===== src/rtl/sobel_pkg.sv =====
// Shared types and constants for the sobel frame sequencer.
package sobel_pkg;

    typedef enum logic [2:0] {
        StIdle,
        StFetch,
        StDrain,
        StExec,
        StWrite,
        StDone
    } state_e;

    localparam logic [2:0] MODE_O1 = 3'd0;
    localparam logic [2:0] MODE_O2 = 3'd1;
    localparam logic [2:0] MODE_O3 = 3'd2;
    localparam logic [2:0] MODE_O4 = 3'd3;
    localparam logic [2:0] MODE_O5 = 3'd4;

    typedef logic [7:0]        pixel_t;
    typedef logic signed [8:0] result_t;

    // Inputs are clipped to +/-255 upstream, so negation cannot overflow.
    function automatic result_t abs_res(result_t v);
        return (v < 0) ? -v : v;
    endfunction

endpackage


===== src/rtl/sobel_ctrl_if.sv =====
// Host, input-RAM, sobel-core and output-RAM signals of sobel_ctrl.
// master = controller view, slave = surrounding environment view.
interface sobel_ctrl_if #(parameter int AW = 12);
    import sobel_pkg::*;

    logic            start;
    logic [2:0]      mode;
    logic            busy;
    logic            done;
    logic            ren;
    logic [AW-1:0]   raddr;
    pixel_t          rdata;
    logic            sob_en;
    pixel_t          sob_i0, sob_i1, sob_i2, sob_i3, sob_i4, sob_i5, sob_i6, sob_i7, sob_i8;
    result_t         sob_o1, sob_o2, sob_o3, sob_o4, sob_o5;
    logic            wen;
    logic [AW-1:0]   waddr;
    logic [8:0]      wdata;

    modport master (
        input  start, mode, rdata, sob_o1, sob_o2, sob_o3, sob_o4, sob_o5,
        output busy, done, ren, raddr, sob_en, wen, waddr, wdata,
        output sob_i0, sob_i1, sob_i2, sob_i3, sob_i4, sob_i5, sob_i6, sob_i7, sob_i8
    );

    modport slave (
        output start, mode, rdata, sob_o1, sob_o2, sob_o3, sob_o4, sob_o5,
        input  busy, done, ren, raddr, sob_en, wen, waddr, wdata,
        input  sob_i0, sob_i1, sob_i2, sob_i3, sob_i4, sob_i5, sob_i6, sob_i7, sob_i8
    );

endinterface


===== src/rtl/sobel_win_addr.sv =====
// Window tap locator: maps centre (x, y) and tap index k (row-major 3x3) to an input-RAM
// address and an in-bounds flag.
module sobel_win_addr #(
    parameter int IMG_W = 64,
    parameter int IMG_H = 64,
    parameter int AW    = 12
) (
    input  logic [AW-1:0] i_x,
    input  logic [AW-1:0] i_y,
    input  logic [3:0]    i_k,
    output logic          o_in_bounds,
    output logic [AW-1:0] o_addr
);

    localparam logic signed [AW+1:0] ColMax = (AW+2)'(IMG_W - 1);
    localparam logic signed [AW+1:0] RowMax = (AW+2)'(IMG_H - 1);
    localparam logic [AW-1:0]        Width  = AW'(IMG_W);

    logic signed [AW+1:0] w_dx, w_dy, w_col, w_row;

    always_comb begin
        w_dx = (AW+2)'(1);
        w_dy = (AW+2)'(1);
        case (i_k)
            4'd0, 4'd3, 4'd6: w_dx = '1;
            4'd1, 4'd4, 4'd7: w_dx = '0;
            default:          w_dx = (AW+2)'(1);
        endcase
        case (i_k)
            4'd0, 4'd1, 4'd2: w_dy = '1;
            4'd3, 4'd4, 4'd5: w_dy = '0;
            default:          w_dy = (AW+2)'(1);
        endcase
    end

    // Two guard bits let x-1 / y-1 go negative without wrapping.
    assign w_col = $signed({2'b00, i_x}) + w_dx;
    assign w_row = $signed({2'b00, i_y}) + w_dy;

    assign o_in_bounds = !w_col[AW+1] && (w_col <= ColMax) && !w_row[AW+1] && (w_row <= RowMax);
    assign o_addr      = w_row[AW-1:0] * Width + w_col[AW-1:0];

endmodule


===== src/rtl/sobel_ctrl.sv =====
// Frame sequencer for the sobel core: scans the image, builds zero-padded 3x3 windows and writes
// the mode-selected result. Define SOBEL_CTRL_ABS_EN to write magnitudes instead of signed values.
module sobel_ctrl
    import sobel_pkg::*;
#(
    parameter int IMG_W = 64,
    parameter int IMG_H = 64,
    parameter int AW    = 12
) (
    input logic          clk,
    input logic          rst,
    sobel_ctrl_if.master bus
);

    localparam logic [AW-1:0] XMax  = AW'(IMG_W - 1);
    localparam logic [AW-1:0] YMax  = AW'(IMG_H - 1);
    localparam logic [AW-1:0] Width = AW'(IMG_W);

    state_e        r_state, w_state_nxt;
    logic [3:0]    r_k, r_dk;
    logic          r_dv, r_dinb;
    logic [AW-1:0] r_x, r_y;
    logic [2:0]    r_mode;
    pixel_t        r_tap [9];

    logic          w_inb, w_last;
    logic [AW-1:0] w_addr;
    result_t       w_sel;
    logic [8:0]    w_wval;

    sobel_win_addr #(.IMG_W(IMG_W), .IMG_H(IMG_H), .AW(AW)) u_win_addr (
        .i_x        (r_x),
        .i_y        (r_y),
        .i_k        (r_k),
        .o_in_bounds(w_inb),
        .o_addr     (w_addr)
    );

    assign w_last = (r_x == XMax) && (r_y == YMax);

    always_comb begin
        w_state_nxt = r_state;
        unique case (r_state)
            StIdle:  if (bus.start) w_state_nxt = StFetch;
            StFetch: if (r_k == 4'd8) w_state_nxt = StDrain;
            StDrain: w_state_nxt = StExec;
            StExec:  w_state_nxt = StWrite;
            StWrite: w_state_nxt = w_last ? StDone : StFetch;
            StDone:  w_state_nxt = StIdle;
            default: w_state_nxt = StIdle;
        endcase
    end

    always_comb begin
        w_sel = bus.sob_o1;
        case (r_mode)
            MODE_O1: w_sel = bus.sob_o1;
            MODE_O2: w_sel = bus.sob_o2;
            MODE_O3: w_sel = bus.sob_o3;
            MODE_O4: w_sel = bus.sob_o4;
            MODE_O5: w_sel = bus.sob_o5;
            default: w_sel = bus.sob_o1;
        endcase
    end

`ifdef SOBEL_CTRL_ABS_EN
    result_t w_abs;
    assign w_abs  = abs_res(w_sel);
    assign w_wval = {1'b0, w_abs[7:0]};
`else
    assign w_wval = w_sel;
`endif

    assign bus.busy   = (r_state == StFetch) || (r_state == StDrain) ||
                        (r_state == StExec)  || (r_state == StWrite);
    assign bus.done   = (r_state == StDone);
    assign bus.ren    = (r_state == StFetch) && w_inb;
    assign bus.raddr  = bus.ren ? w_addr : '0;
    assign bus.sob_en = (r_state == StExec);
    assign bus.wen    = (r_state == StWrite);
    assign bus.waddr  = bus.wen ? (r_y * Width + r_x) : '0;
    assign bus.wdata  = bus.wen ? w_wval : '0;

    assign bus.sob_i0 = r_tap[0];
    assign bus.sob_i1 = r_tap[1];
    assign bus.sob_i2 = r_tap[2];
    assign bus.sob_i3 = r_tap[3];
    assign bus.sob_i4 = r_tap[4];
    assign bus.sob_i5 = r_tap[5];
    assign bus.sob_i6 = r_tap[6];
    assign bus.sob_i7 = r_tap[7];
    assign bus.sob_i8 = r_tap[8];

    always_ff @(posedge clk or negedge rst) begin
        if (!rst) begin
            r_state <= StIdle;
        end else begin
            r_state <= w_state_nxt;
        end
    end

    // Read data lags the address by one cycle, so tap k-1 lands while tap k is addressed.
    always_ff @(posedge clk or negedge rst) begin
        if (!rst) begin
            r_k    <= '0;
            r_dk   <= '0;
            r_dv   <= 1'b0;
            r_dinb <= 1'b0;
            r_x    <= '0;
            r_y    <= '0;
            r_mode <= '0;
            for (int i = 0; i < 9; i++) r_tap[i] <= '0;
        end else begin
            r_dv   <= (r_state == StFetch);
            r_dinb <= w_inb;
            r_dk   <= r_k;
            if (r_dv) r_tap[r_dk] <= r_dinb ? bus.rdata : '0;
            case (r_state)
                StIdle: begin
                    if (bus.start) begin
                        r_mode <= bus.mode;
                        r_x    <= '0;
                        r_y    <= '0;
                        r_k    <= '0;
                    end
                end
                StFetch: r_k <= (r_k == 4'd8) ? 4'd0 : r_k + 4'd1;
                StWrite: begin
                    if (r_x == XMax) begin
                        r_x <= '0;
                        r_y <= r_y + 1'b1;
                    end else begin
                        r_x <= r_x + 1'b1;
                    end
                end
                default: ;
            endcase
        end
    end

endmodule


===== src/flat_wrapper.sv =====
// flat-port wrapper written by rule: the top's interface ports become plain ports
module sobel_ctrl_flat import sobel_pkg::*;
#(
    parameter int IMG_W = 64,
    parameter int IMG_H = 64,
    parameter int AW    = 12
)
  (clk, rst, bus_start, bus_mode, bus_rdata, bus_sob_o1, bus_sob_o2, bus_sob_o3, bus_sob_o4, bus_sob_o5, bus_busy, bus_done, bus_ren, bus_raddr, bus_sob_en, bus_wen, bus_waddr, bus_wdata, bus_sob_i0, bus_sob_i1, bus_sob_i2, bus_sob_i3, bus_sob_i4, bus_sob_i5, bus_sob_i6, bus_sob_i7, bus_sob_i8);
  sobel_ctrl_if #(.AW(AW)) bus_i ();
  input logic clk;
  input logic rst;
  input wire logic [$bits(bus_i.start)-1:0] bus_start;
  input wire logic [$bits(bus_i.mode)-1:0] bus_mode;
  input wire logic [$bits(bus_i.rdata)-1:0] bus_rdata;
  input wire logic [$bits(bus_i.sob_o1)-1:0] bus_sob_o1;
  input wire logic [$bits(bus_i.sob_o2)-1:0] bus_sob_o2;
  input wire logic [$bits(bus_i.sob_o3)-1:0] bus_sob_o3;
  input wire logic [$bits(bus_i.sob_o4)-1:0] bus_sob_o4;
  input wire logic [$bits(bus_i.sob_o5)-1:0] bus_sob_o5;
  output wire logic [$bits(bus_i.busy)-1:0] bus_busy;
  output wire logic [$bits(bus_i.done)-1:0] bus_done;
  output wire logic [$bits(bus_i.ren)-1:0] bus_ren;
  output wire logic [$bits(bus_i.raddr)-1:0] bus_raddr;
  output wire logic [$bits(bus_i.sob_en)-1:0] bus_sob_en;
  output wire logic [$bits(bus_i.wen)-1:0] bus_wen;
  output wire logic [$bits(bus_i.waddr)-1:0] bus_waddr;
  output wire logic [$bits(bus_i.wdata)-1:0] bus_wdata;
  output wire logic [$bits(bus_i.sob_i0)-1:0] bus_sob_i0;
  output wire logic [$bits(bus_i.sob_i1)-1:0] bus_sob_i1;
  output wire logic [$bits(bus_i.sob_i2)-1:0] bus_sob_i2;
  output wire logic [$bits(bus_i.sob_i3)-1:0] bus_sob_i3;
  output wire logic [$bits(bus_i.sob_i4)-1:0] bus_sob_i4;
  output wire logic [$bits(bus_i.sob_i5)-1:0] bus_sob_i5;
  output wire logic [$bits(bus_i.sob_i6)-1:0] bus_sob_i6;
  output wire logic [$bits(bus_i.sob_i7)-1:0] bus_sob_i7;
  output wire logic [$bits(bus_i.sob_i8)-1:0] bus_sob_i8;
  assign bus_i.start = bus_start;
  assign bus_i.mode = bus_mode;
  assign bus_i.rdata = bus_rdata;
  assign bus_i.sob_o1 = bus_sob_o1;
  assign bus_i.sob_o2 = bus_sob_o2;
  assign bus_i.sob_o3 = bus_sob_o3;
  assign bus_i.sob_o4 = bus_sob_o4;
  assign bus_i.sob_o5 = bus_sob_o5;
  assign bus_busy = bus_i.busy;
  assign bus_done = bus_i.done;
  assign bus_ren = bus_i.ren;
  assign bus_raddr = bus_i.raddr;
  assign bus_sob_en = bus_i.sob_en;
  assign bus_wen = bus_i.wen;
  assign bus_waddr = bus_i.waddr;
  assign bus_wdata = bus_i.wdata;
  assign bus_sob_i0 = bus_i.sob_i0;
  assign bus_sob_i1 = bus_i.sob_i1;
  assign bus_sob_i2 = bus_i.sob_i2;
  assign bus_sob_i3 = bus_i.sob_i3;
  assign bus_sob_i4 = bus_i.sob_i4;
  assign bus_sob_i5 = bus_i.sob_i5;
  assign bus_sob_i6 = bus_i.sob_i6;
  assign bus_sob_i7 = bus_i.sob_i7;
  assign bus_sob_i8 = bus_i.sob_i8;
  sobel_ctrl #(.IMG_W(IMG_W), .IMG_H(IMG_H), .AW(AW)) u_core (.clk(clk), .rst(rst), .bus(bus_i));
endmodule

===== config.mk =====
export PLATFORM = sky130hd
export DESIGN_NAME = sobel_ctrl_flat
export DESIGN_NICKNAME = d
export VERILOG_FILES = /design/src/rtl/sobel_pkg.sv /design/src/rtl/sobel_ctrl_if.sv /design/src/rtl/sobel_win_addr.sv /design/src/rtl/sobel_ctrl.sv /design/src/flat_wrapper.sv
export SDC_FILE = /design/constraint.sdc
export NUM_CORES = 1
export LEC_CHECK = 0
export CORE_MARGIN = 4
export CORE_UTILIZATION = 55
export DETAILED_ROUTE_END_ITERATION = 7
export PLACE_DENSITY = 0.91
export SYNTH_ARGS = -nofsm -noshare
export SYNTH_HDL_FRONTEND = slang
export SYNTH_SLANG_ARGS = --single-unit

===== constraint.sdc =====
create_clock -name clk -period 12.4 [get_ports clk]
set_input_delay 3.72 -clock clk [delete_from_list [all_inputs] [get_ports clk]]
set_output_delay 3.72 -clock clk [all_outputs]
set_load 0.1 [all_outputs]

# Word-level counts from Yosys, hierarchy flattened
# Cells that the tools add are included.
# W data, S select, Z words.
[word_totals]
ff_bits = 112
latch_bits = 0
ram_bits = 0
mem_bits_ro = 0
input_bits = 59
out_inout_bits = 110
elab_cells = 97
memories = 0
[classes]
add_sub_neg = 7
multipliers = 0
div_mod_pow = 0
magnitude_cmp = 4
eq_ne = 22
n_shift = 0
n_mux = 22
bitwise = 1
reduce_logical = 24
[ops]
columns = ["op", "count"]
rows = [
  ["$bwmux W72", 1],
  ["$mux W12", 5],
  ["$pmux W14 S2", 2],
  ["$pmux W12 S2", 2],
  ["$pmux W9 S4", 1],
  ["$demux W8 S4", 1],
  ["$add A13 B14 Y14", 2],
  ["$le A14 B7 Y1 const B", 2],
  ["$add A12 B1 Y12 const B", 2],
  ["$add A12 B12 Y12", 2],
  ["$eq A12 B6 Y1 const B", 2],
  ["$eq A4 B3 Y1 const B", 4],
  ["$mux W8", 2],
  ["$pmux W3 S5", 1],
  ["$eq A3 B2 Y1 const B", 4],
  ["$reduce_or A3 Y1", 4],
  ["$eq A3 B3 Y1 const B", 3],
  ["$mux W3", 3],
  ["$mux W9", 1],
  ["$eq A4 B2 Y1 const B", 2],
  ["$mux W4", 2],
  ["$pmux W4 S2", 1],
  ["$reduce_and A2 Y1", 4],
  ["$eq A3 B1 Y1 const B", 2],
  ["14 further kinds", 25],
]

# Logic depth before layout (Yosys ltp)
[logic_depth]
word_depth = 10
depth_mapped = 21

# By module
# From an unflattened synthesis, not the netlist that was laid out.
[unflattened]
hier_cells = 760
area_unflattened_um2 = 7051.8
[modules_own_cells]
columns = ["module", "n_inst", "cells_each", "area_each_um2", "seq_area_each_um2"]
rows = [
  ["sobel_ctrl", 1, 572, 5586.6, 2802.7],
  ["sobel_win_addr", 1, 188, 1465.2, 0.0],
]

# Worst setup path before layout
# OpenSTA, ideal clock, no wires.
[synth_path]
path_kind = "register -> output"
startpoint = "register u_core.r_k[0]"
endpoint = "output bus_raddr[11]"
arrival_ps = 6805
t_required_ps = 8680
path_slack_ps = 1875
stages_incl_launch_ff = 17
path_buffers = 0
cell_sequence = "dfrtp_1 > inv_1 > ha_1 > nor3_1 > nor3_1 > inv_1 > fa_1 > nand2b_1 > a21oi_1 > o21ai_1 > xnor2_1 > ha_1 > a21oi_1 > o21ai_0 > xnor2_1 > nand4_1 > nor4_1"
[synth_via]
elab_chain_len = 10
elab_cells_between_ends = 26
classes_between = "3 x add/sub; 2 x order compare; 7 x eq/ne; 3 x mux; 11 x reduce/logical"
[synth_rtl]
columns = ["item", "line_no", "source"]
rows = [
  ["start, declared", "sobel_ctrl.sv:20", "logic [3:0] r_k, r_dk;"],
  ["start signal, assigned", "sobel_ctrl.sv:127", "StFetch: r_k <= (r_k == 4'd8) ? 4'd0 : r_k + 4'd1;"],
  ["$eq A4 B3 Y1, or another cell as far along", "sobel_win_addr.sv:24, sobel_win_addr.sv:29", ""],
  ["$reduce_or A3 Y1", "sobel_win_addr.sv:24", "case (i_k)"],
  ["$pmux W14 S2", "sobel_win_addr.sv:24", ""],
  ["$add A13 B14 Y14", "sobel_win_addr.sv:37", "assign w_col = $signed({2'b00, i_x}) + w_dx;"],
  ["$le A14 B7 Y1 or $logic_not A1 Y1 (tied branches)", "sobel_win_addr.sv:40", "assign o_in_bounds = !w_col[AW+1] && (w_col <= ColMax) && !w_row[AW+1] && (w_row <= RowMax);"],
  ["$logic_and A1 B1 Y1 (3 in series)", "sobel_win_addr.sv:40", ""],
  ["$logic_and A1 B1 Y1", "sobel_ctrl.sv:77", "assign bus.ren = (r_state == StFetch) && w_inb;"],
  ["$mux W12 *", "sobel_ctrl.sv:78", "assign bus.raddr = bus.ren ? w_addr : '0;"],
  ["end, declared", "flat_wrapper.sv:23", "output wire logic [$bits(bus_i.raddr)-1:0] bus_raddr;"],
]
# Every way passes the cells marked *; elsewhere a longest branch is shown, timed or not.

# Final worst setup path
# Same ends and word-level chain as after synthesis.

==> flow_metrics.py <==
metrics = {
    "yosys": {
        "syn_area_per_cell_um2": 9.127,
        "synth_ff_type": "dfrtp_1",
        "netlist_area_um2": 7192,
        "synth-seq-area-share_pct": 38.97,
        "synth-xor-area-share_pct": 4.506,
        "ys_ff_latch": 112,
        "synth_most_common_cell": "dfrtp_1",
        "synth_top_family_by_area": "simple AND/OR/NAND/NOR gates",
        "async_flop_share_pct": 100.0,
        "synth_top_area_share_pct": 38.97,
        "yosys_warnings": 0,
        "synth_largest_area_cell": "dfrtp_1",
        "muxShareOfSynthArea_pct": 5.967,
        "synth-edff-count": 0,
        "synth_nets": 893,
        "synthTopCellsByArea": "dfrtp_1, ha_1, o21ai_0",
        "synth_cells": 788,
        "yosys.area_share.simple_pct": 20.72,
        "synth_compound_area_share_pct": 17.54,
        "synthAdderAreaFrac_pct": 8.420,
        "synthDistinctLibCells": 63,
        "synth_commonest_cells": "dfrtp_1, nand2_1, o21ai_0",
    },
    "grt": {
        "grt_use_total_pct": 27.42,
        "grt_pass1_vias": 6295,
        "overflow": 0,
        "grt_max_degree": 91,
        "grt_pass1_wl_um": 32730,
        "antenna_found_initial": 0,
    },
    "setup_path": {
        "worstPathArrival_ns": 5.90,
        "crit-reg2reg-launch": "u_core.r_k[0]",
        "crit_family": "compound AO/OA/AOI/OAI gates",
        "cp.depth": 17,
        "worst-path-buf-inv": 2,
        "cp_common_cell": "ha_1",
        "end_kind": "primary output",
        "path_cells": "inv_1, ha_1, or4b_2, a21o_1, ha_1, a211oi_1, o21ai_1, o31ai_1, xnor2_1, ha_1, a21o_1, a21oi_1, o21ai_0, xnor2_1, nand4_1, nor4_1, clkdlybuf4s50_1",
        "reg2reg_depth": 14,
        "max_stage_delay_ns": 1.20,
        "path_max_fanout": 7,
        "reg2reg_slack_ns": 8.30,
        "startpoint_type": "flip-flop",
        "endpoint": "bus_raddr[11]",
        "worstReg2RegEnd": "u_core.r_dinb",
        "critPathSlowestCell": "clkdlybuf4s50_1",
        "worst-setup-path-type": "flip-flop to primary output",
        "worstSetupStartpoint": "u_core.r_k[0]",
        "cp.required_ns": 8.68,
    },
    "power_and_ir_drop": {
        "vdd_drop_max_v": 0.00005759,
        "power_uw": 751.3,
        "leakagePower_nw": 3.996,
        "powerDensity_nw_per_um2": 80.77,
    },
    "detailed_routing": {
        "drtIter0Drc": 569,
        "wirelength_um": 20370,
        "wl_per_cell_um": 18.30,
        "routed_via_density": 5.933,
        "drc": 0,
        "vias": 6603,
        "ant_nets": 0,
        "firstDrtPassIters": 5,
    },
    "timing": {
        "rsz0062_at_grt": "no",
        "clock_skew_ns": 0.008244,
        "worst_slew_pin_slew_ns": 1.109,
        "slew_violations": 0,
        "fin_crit_sh_pct": 77.57,
        "fmax_mhz": 104.0,
        "hold_viol": 0,
        "setup_viol": 0,
        "min_period_ns": 9.618,
        "relSlewSlack_pct": 26.06,
        "tns_ns": 0,
    },
    "clocking": {
        "root_buffer": "clkbuf_16",
        "ctsHoldBuffers": 0,
        "cts_tree": "yes",
        "cts_buffers": 9,
        "cts_max_path_buffers": 2,
        "clkTransAtPathRegs_ns": 0.08,
        "cts.sinks": 112,
        "post_cts_resize_count": 0,
        "cts_setup_buffers": 0,
        "cts_htree_levels": 3,
        "insertion_delay_ns": 0.36,
    },
    "cells_and_area": {
        "drive_gt1_share_pct": 8.077,
        "finalNetCount": 1041,
        "synthToLayoutAreaGrowth_pct": 29.33,
        "diodes": 0,
    },
    "placed_design": {
        "dp_hpwl_um": 15010,
        "io_buffers": 168,
        "gp_congestion": 0.9268,
    },
    "flow_run": {
        "maxCapViolations": 0,
    },
    "die": {
        "initial_core_util_pct": 56.53,
        "core_area_um2": 12720,
        "die_area_um2": 14970,
        "dieWidth_um": 122.4,
        "die-height_um": 122.4,
        "row_count": 41,
        "ios": 169,
    },
    "outcome": {
        "status": "completed",
    },
    "min_path": {
        "hp-class": "flip-flop to flip-flop",
    },
}
[layer usage]
metal	track usage (%)	part of all wire [%]	vias to the layer above
met5	0	0	-
met4	9.727	2.5	0
met3	4.332	6.3	47
met2	46.65	49	267
met1	35.61	42	3160
li1	-	-	3129
[final cells by class]
class	instances	area, µm²
Multi-Input combinational cell	607	4118
Fill cell	927	3421
Sequential cell	112	2803
Timing Repair Buffer	177	1747
Clock buffer	9	225.2
Tap cell	172	215.2
Inverter	29	110.1
Clock inverter	7	83.83
[metrics by stage]
stage / worst slack [ns] / hold slack [ns] / area (µm²) / utilization, % / instances
global placement: 2.844 / 0.4608 / 8992 / 70.68 / 1097
floorplan: 1.875 / 0.3487 / 7192 / - / 788
detailed placement: 2.813 / 0.4751 / 8992 / 70.68 / 1097
finish: 2.782 / 0.4894 / 9301 / 73.11 / 1113
global route: 2.438 / 0.5140 / 9301 / 73.11 / 1113
CTS: 2.803 / 0.4928 / 9301 / 73.11 / 1113
[logic make-up (layout without fill, tap and decap cells)]
kind of cell	count (synthesis)	count (layout)
and+or+nand+nor	285	285
AOI/OAI and AO/OA	200	200
DFF	112	112
buffers and inverters	69	222
adders and majority gates	46	46
muxes	39	39
xor gates and xnor gates	37	37
[cell usage in the layout (no fill, tap or decap), types with 12 or more instances in the layout]
| cell | instances |
|---|---|
| a21o_1 | 12 |
| a21oi_1 | 40 |
| and3_1 | 18 |
| clkdlybuf4s50_1 | 167 |
| dfrtp_1 | 112 |
| ha_1 | 42 |
| inv_1 | 28 |
| mux2_2 | 28 |
| nand2_1 | 93 |
| nand3_1 | 18 |
| nand4_1 | 20 |
| nor2_1 | 58 |
| o21ai_0 | 81 |
| xnor2_1 | 27 |
[power by group]
group	internal (mW)	switching (mW)
sequential	0.368	0.00581
combinational	0.0325	0.0394
clock	0.162	0.144
[worst register-to-register path, cell delays in order (launching register included)]
cell and delay (ns):
dfrtp_1 0.45, inv_1 0.11, ha_1 0.30, nor3_1 0.30, or3_4 0.21, clkinv_2 0.21, ha_1 0.50, a21o_1 0.24
a221oi_1 0.30, o2111ai_1 0.15, or3_1 0.37, nor4_2 0.17, o311ai_2 0.14, buf_4 0.22, nor4_2 0.31
[worst min-delay path by stage]
stage,startpoint,to,slack (ns),depth (start not counted)
2_1_floorplan,u_core.r_k[3],u_core.r_dk[3],0.35,0
3_3_place_gp,u_core.bus.sob_i3[1],u_core.bus.sob_i3[1],0.46,2
3_5_place_dp,u_core.bus.sob_i0[0],u_core.bus.sob_i0[0],0.48,2
4_1_cts,u_core.bus.sob_i2[1],u_core.bus.sob_i2[1],0.49,2
5_1_grt,u_core.bus.sob_i0[6],u_core.bus.sob_i0[6],0.51,2
6_report,u_core.bus.sob_i0[2],u_core.bus.sob_i0[2],0.49,2
[state kept, by name (all words and copies together), names as in the netlist]
| name | flops |
|---|---|
| u_core.bus.sob_i5 | 8 |
| u_core.r_dv | 1 |
| u_core.bus.sob_i0 | 8 |
| u_core.r_y | 12 |
| u_core.r_mode | 3 |
| u_core.bus.sob_i4 | 8 |
| u_core.bus.sob_i2 | 8 |
| u_core.bus.sob_i6 | 8 |
| u_core.bus.sob_i1 | 8 |
| u_core.r_state | 3 |
| u_core.bus.sob_i8 | 8 |
| u_core.r_dinb | 1 |
| u_core.r_dk | 4 |
| u_core.bus.sob_i7 | 8 |
| u_core.r_x | 12 |
| u_core.r_k | 4 |
| u_core.bus.sob_i3 | 8 |
No activity file was read; power rests on OpenSTA's default activity.
==> variant 1: new RTL, config.mk and constraints unchanged <==
`AW` is set to 12 in 4 places; all go to 14.
--- a/src/rtl/sobel_ctrl_if.sv
+++ b/src/rtl/sobel_ctrl_if.sv
@@ -2,3 +2,3 @@
 // master = controller view, slave = surrounding environment view.
-interface sobel_ctrl_if #(parameter int AW = 12);
+interface sobel_ctrl_if #(parameter int AW = 14);
     import sobel_pkg::*;
--- a/src/rtl/sobel_win_addr.sv
+++ b/src/rtl/sobel_win_addr.sv
@@ -5,3 +5,3 @@
     parameter int IMG_H = 64,
-    parameter int AW    = 12
+    parameter int AW    = 14
 ) (
--- a/src/rtl/sobel_ctrl.sv
+++ b/src/rtl/sobel_ctrl.sv
@@ -7,3 +7,3 @@
     parameter int IMG_H = 64,
-    parameter int AW    = 12
+    parameter int AW    = 14
 ) (
--- a/src/flat_wrapper.sv
+++ b/src/flat_wrapper.sv
@@ -5,3 +5,3 @@
     parameter int IMG_H = 64,
-    parameter int AW    = 12
+    parameter int AW    = 14
 )
Interface: changed (resized bus_raddr and bus_waddr); port bits go from 169 to 173. The function was not compared with the original's and may differ.
==> variant 1 against the original RTL <==
Utilization up 2.2 points. Final area up 8.4%. Area after synthesis up 5.8%. Sequential cell count up 4. Global-route usage up 0.78 points. Routed wire length up 9.3%. Synthesized cell count up 8.8%. Count of clock-buffer cells in the layout up 9. Hold slack worse by 0.0049 ns. Non-clock buffer count down 1. Worst setup slack worse by 0.36 ns. Total power up 40%.
==> variant 1: results (changes against the original RTL) <==
| Metric | Value |
|---|---|
| Dpl hpwl | 15800 µm (was 15000 µm) |
| Regs by FF count | u_core.r_x (14), u_core.r_y (14) (was u_core.r_x (12), u_core.r_y (12)) |
| Maximum vdd drop | 0.101 mV (was 0.0576 mV) |
| Outcome | completed (unchanged) |
| H-tree levels | 4 (was 3) |
| GR Util met2 | 47.9% (was 46.7%) |
| Synth top area cells | dfrtp_1 (38%), ha_1 (8.2%), nand2_1 (6.0%) (was dfrtp_1 (39%), ha_1 (7.3%), o21ai_0 (5.6%)) |
| Placer Congestion | 0.897 (was 0.927) |
| M1 WL | 8930 µm (was 8520 µm) |
| Hold_sp | u_core.bus.sob_i0[5] (was u_core.bus.sob_i0[2]) |
| Via/cell ratio | 6.14 (was 5.93) |
| CTS buffer count | 17 (was 9) |
| Final worst setup slack | 2.42 ns (was 2.78 ns) |
| Complex-gate fraction of the synthesized area | 19.0% (was 17.5%) |
| Overall Global Routing Usage | 28.2% (was 27.4%) |
| Layout fillers | 880 (was 927) |
| Pre-antenna DRT Iters | 8 (was 5) |
| Worst-path clk slew | 0.06 ns (was 0.08 ns) |
| Drt total wl | 22300 µm (was 20400 µm) |
| Post-synth top cells | nand2_1 (121), dfrtp_1 (116), o21ai_0 (88) (was dfrtp_1 (112), nand2_1 (93), o21ai_0 (81)) |
| Setup Skew | 0.0111 ns (was 0.00824 ns) |
| Initial DRC Count | 772 (was 569) |
| Rel. slew slack | 25.2% (was 26.1%) |
| Hold depth | 2 (unchanged) |
| Post-synth cell types | 64 (was 63) |
| Slowest-stage cell, CP | clkdlybuf4s50_1 (unchanged) |
| DR WL met3 | 1700 µm (was 1280 µm) |
| Port Buffers | 172 (was 168) |
| Largest net degree at the start of global routing | 66 (was 91) |
| Worst skew pair latency | 0.41 ns (was 0.36 ns) |
| Met1 Use GR | 35.7% (was 35.6%) |
| First-pass GRT wire length | 36900 µm (was 32700 µm) |
| Ys async rst share | 100% (unchanged) |
| Final-stage net count | 1132 (was 1041) |
| Post-Synth XOR/XNOR Area | 4.49% (was 4.51%) |
| Highest routed layer | met4 (unchanged) |
| Met2 Routed Length | 10900 µm (was 10100 µm) |
| Top delay family on crit path | compound AO/OA/AOI/OAI gates (unchanged) |
| CP peak stage delay | 1.14 ns (was 1.20 ns) |
| CP arrival | 6.26 ns (was 5.90 ns) |
| Adder-cell share of the synthesized area | 9.27% (was 8.42%) |
| Syn nets | 970 (was 893) |
| Reg2Reg Setup Slack | 8.05 ns (was 8.30 ns) |
| Reg2reg start | u_core.r_k[0] (unchanged) |
| Met3 Track Usage GR | 5.84% (was 4.33%) |
| Place WS | 2.77 ns (was 2.81 ns) |
| Crit path to | bus_raddr[13] (was bus_raddr[11]) |
| Post-synthesis mux area share | 5.39% (was 5.97%) |
| Layout cell share with drive strength beyond 1 | 6.98% (was 8.08%) |
| CP max FO | 18 (was 7) |
| Leak | 4.54 nW (was 4.00 nW) |
| Hold EP | u_core.bus.sob_i0[5] (was u_core.bus.sob_i0[2]) |
| Seq/Total Area, Yosys | 38.1% (was 39.0%) |
| Vias in the first global route | 7283 (was 6295) |
variant 1: cell types whose count changed in the layout (fill, tap and decap cells not counted), moves of 7 or more:
| cell | change |
|---|---|
| and2_1 | +13 |
| nor4_2 | -11 |
| nand2_1 | +28 |
| o21ai_0 | +7 |
| clkbuf_16 | +8 |
| nand4_1 | -11 |
| nor2_1 | +14 |
| ha_1 | +8 |
variant 1: cells by family (layout without fill, tap and decap cells):
| group | after synthesis | in the layout |
|---|---|---|
| flops | 116 | 116 |
| mux | 38 | 38 |
| buf+inv | 57 | 232 |
| simple gates | 327 | 327 |
| compound gates | 226 | 226 |
| fa+ha+maj | 54 | 54 |
| xor+xnor | 39 | 39 |
variant 1: layout make-up:
type | instances | share of cell area (%)
Timing Repair Buffer | 176 | 17.3
Inverter | 24 | 0.893
Sequential cell | 116 | 28.8
Multi-Input combinational cell | 684 | 44.5
Clock buffer | 18 | 4.26
Tap cell | 176 | 2.18
Clock inverter | 14 | 2.00
variant 1: through the flow:
step | area (µm²) | util, % | std cells | hold WS, ns | power (mW)
after CTS | 10100 | 75.3 | 1208 | 0.490 | 1.05
after floorplan | 7610 | - | 857 | 0.349 | 0.482
final | 10100 | 75.3 | 1208 | 0.484 | 1.05
after global routing | 10100 | 75.3 | 1208 | 0.509 | 1.08
after detailed placement | 9460 | 70.6 | 1176 | 0.472 | 0.532
after global placement | 9460 | 70.6 | 1176 | 0.460 | 0.530
variant 1: tightest hold or removal path: stages (launching register included):
cell and delay, ns:
dfrtp_1 0.34, nand2_1 0.05, o21ai_0 0.06
variant 1: report_power, final:
part           internal [mW]  switching [mW]
Sequential             0.387         0.00939
Combinational         0.0444          0.0879
Clock                  0.339           0.182
==> variant 2: new RTL, same flow settings <==
Without the edit above. Make the reset (`rst`) synchronous in 2 clocked blocks.
--- a/src/rtl/sobel_ctrl.sv
+++ b/src/rtl/sobel_ctrl.sv
@@ -93,3 +93,3 @@
 
-    always_ff @(posedge clk or negedge rst) begin
+    always_ff @(posedge clk) begin
         if (!rst) begin
@@ -102,3 +102,3 @@
     // Read data lags the address by one cycle, so tap k-1 lands while tap k is addressed.
-    always_ff @(posedge clk or negedge rst) begin
+    always_ff @(posedge clk) begin
         if (!rst) begin
Behaviour: differs if rst is asserted again (counterexample within 4 cycles, from zero or initial values and one cycle with rst low); with rst held inactive, the same outputs for 10 cycles.
==> variant 2 against the original RTL <==
Routed wire length shrank 8.1%. Final area shrank 3.2%. Largest cell class unchanged. Sequential cell count is the same. Worst setup slack lost 0.38 ns. Highest routed layer unchanged. Area after synthesis shrank 4.1%. Critical endpoint unchanged. Critical path depth grew 2. Clock skew grew 0.013 ns.
Power is not compared: it rests on default switching activity, and its combinational part moved more than twofold at a synthesized area within 25%.
==> variant 2: results (changes against the original RTL) <==
| Metric | Value |
|---|---|
| Largest net degree at the start of global routing | 38 (was 91) |
| Vias in the first global route | 6039 (was 6295) |
| Outcome | completed (unchanged) |
| Post-Synth XOR/XNOR Area | 4.79% (was 4.51%) |
| Met1 Use GR | 32.1% (was 35.6%) |
| Met3 Track Usage GR | 4.05% (was 4.33%) |
| Final cell count without fillers | 1077 (was 1113) |
| Placer Congestion | 0.870 (was 0.927) |
| Post-synth top cells | nor2_1 (152), edfxtp_1 (72), nand2_1 (68) (was dfrtp_1 (112), nand2_1 (93), o21ai_0 (81)) |
| Post-synth cell types | 66 (was 63) |
| Ys async rst share | 0% (was 100%) |
| Via/cell ratio | 5.92 (was 5.93) |
| Gate Count Post-Synth | 752 (was 788) |
| First-pass GRT wire length | 30200 µm (was 32700 µm) |
| Drt total wl | 18700 µm (was 20400 µm) |
| Layout fillers | 834 (was 927) |
| Initial DRC Count | 490 (was 569) |
| GR Util met2 | 44.9% (was 46.7%) |
| Seq/Total Area, Yosys | 43.0% (was 39.0%) |
| Final-stage net count | 1009 (was 1041) |
| Complex-gate fraction of the synthesized area | 15.4% (was 17.5%) |
| Rel. slew slack | 24.2% (was 26.1%) |
| Layout cell share with drive strength beyond 1 | 4.95% (was 8.08%) |
| Inst Count DP | 1061 (was 1097) |
| Adder-cell share of the synthesized area | 8.78% (was 8.42%) |
==> variant 2: cell types whose count changed after synthesis, moves of 24 or more <==
cell	change
a21oi_1	+24
dfrtp_1	-112
dfxtp_1	+40
edfxtp_1	+72
mux2_2	-28
nand2_1	-25
nor2_1	+94
o21ai_0	-56
==> variant 2: path summary, 6_finish.rpt <==
path / from / end / slack, ns
worst min register to register: u_core.r_x[3] / u_core.r_x[3] / 0.55
worst min-delay path: u_core.r_x[3] / u_core.r_x[3] / 0.55
worst max-delay path: u_core.r_k[1] / bus_raddr[11] / 2.41
worst max register to register: u_core.r_k[1] / u_core.r_dinb / 7.59
==> variant 2: cell families (layout without fill, tap and decap cells) <==
group / count (synthesis) / in the layout
buffers and inverters: 46 / 203
AO/OA/AOI/OAI: 164 / 164
adder cells (fa/ha/maj): 46 / 46
XOR/XNOR: 36 / 36
AND/OR/NAND/NOR: 338 / 338
flip-flops: 112 / 112
multiplexers: 10 / 10
==> variant 2: area by class of cell <==
class | count | share of cell area, %
Multi-Input combinational cell | 594 | 41.6
Sequential cell | 112 | 32.9
Inverter | 15 | 0.625
Tap cell | 168 | 2.33
Clock inverter | 7 | 1.04
Clock buffer | 9 | 2.50
Timing Repair Buffer | 172 | 19.0
==> variant 2: layer usage <==
metal | part of all wire, % | wire length (µm)
met5 | 0 | 0
met1 | 41 | 7690
met3 | 7.0 | 1300
met4 | 2.8 | 515
met2 | 49 | 9220
==> variant 2: worst max-delay path, stage by stage, from the launching register on <==
cell	delay, ns
dfxtp_1	0.36
inv_1	0.12
ha_1	0.27
nor3_1	0.09
or3_2	0.50
inv_1	0.39
ha_1	0.41
a21oi_1	0.23
o21ai_0	0.28
or3_2	0.53
and2_1	0.17
ha_1	0.31
o21ai_0	0.13
o21bai_1	0.09
a21oi_1	0.16
xor3_1	0.25
xnor2_1	0.16
nand2_1	0.07
nor4_1	0.17
clkdlybuf4s50_1	1.20
==> variant 2: per-stage QoR <==
step	cell area [µm²]	util (%)	setup WS [ns]	hold slack, ns
after global placement	8680	71.4	2.84	0.521
after detailed placement	8680	71.4	2.81	0.537
after CTS	9000	74.0	2.45	0.548
final	9000	74.0	2.41	0.548
after floorplan	6900	-	1.82	0.491
after global routing	9000	74.0	2.02	0.589
==> variant 2: power groups by stage <==
| stage | logic [mW] | clock network (mW) | registers, mW |
|---|---|---|---|
| 2_1_floorplan | 0.172 | 0 | 0.493 |
| 3_3_place_gp | 0.311 | 0 | 0.426 |
| 3_5_place_dp | 0.315 | 0 | 0.427 |
| 4_1_cts | 0.318 | 0.299 | 0.418 |
| 5_1_grt | 0.344 | 0.312 | 0.420 |
| 6_report | 0.321 | 0.300 | 0.419 |
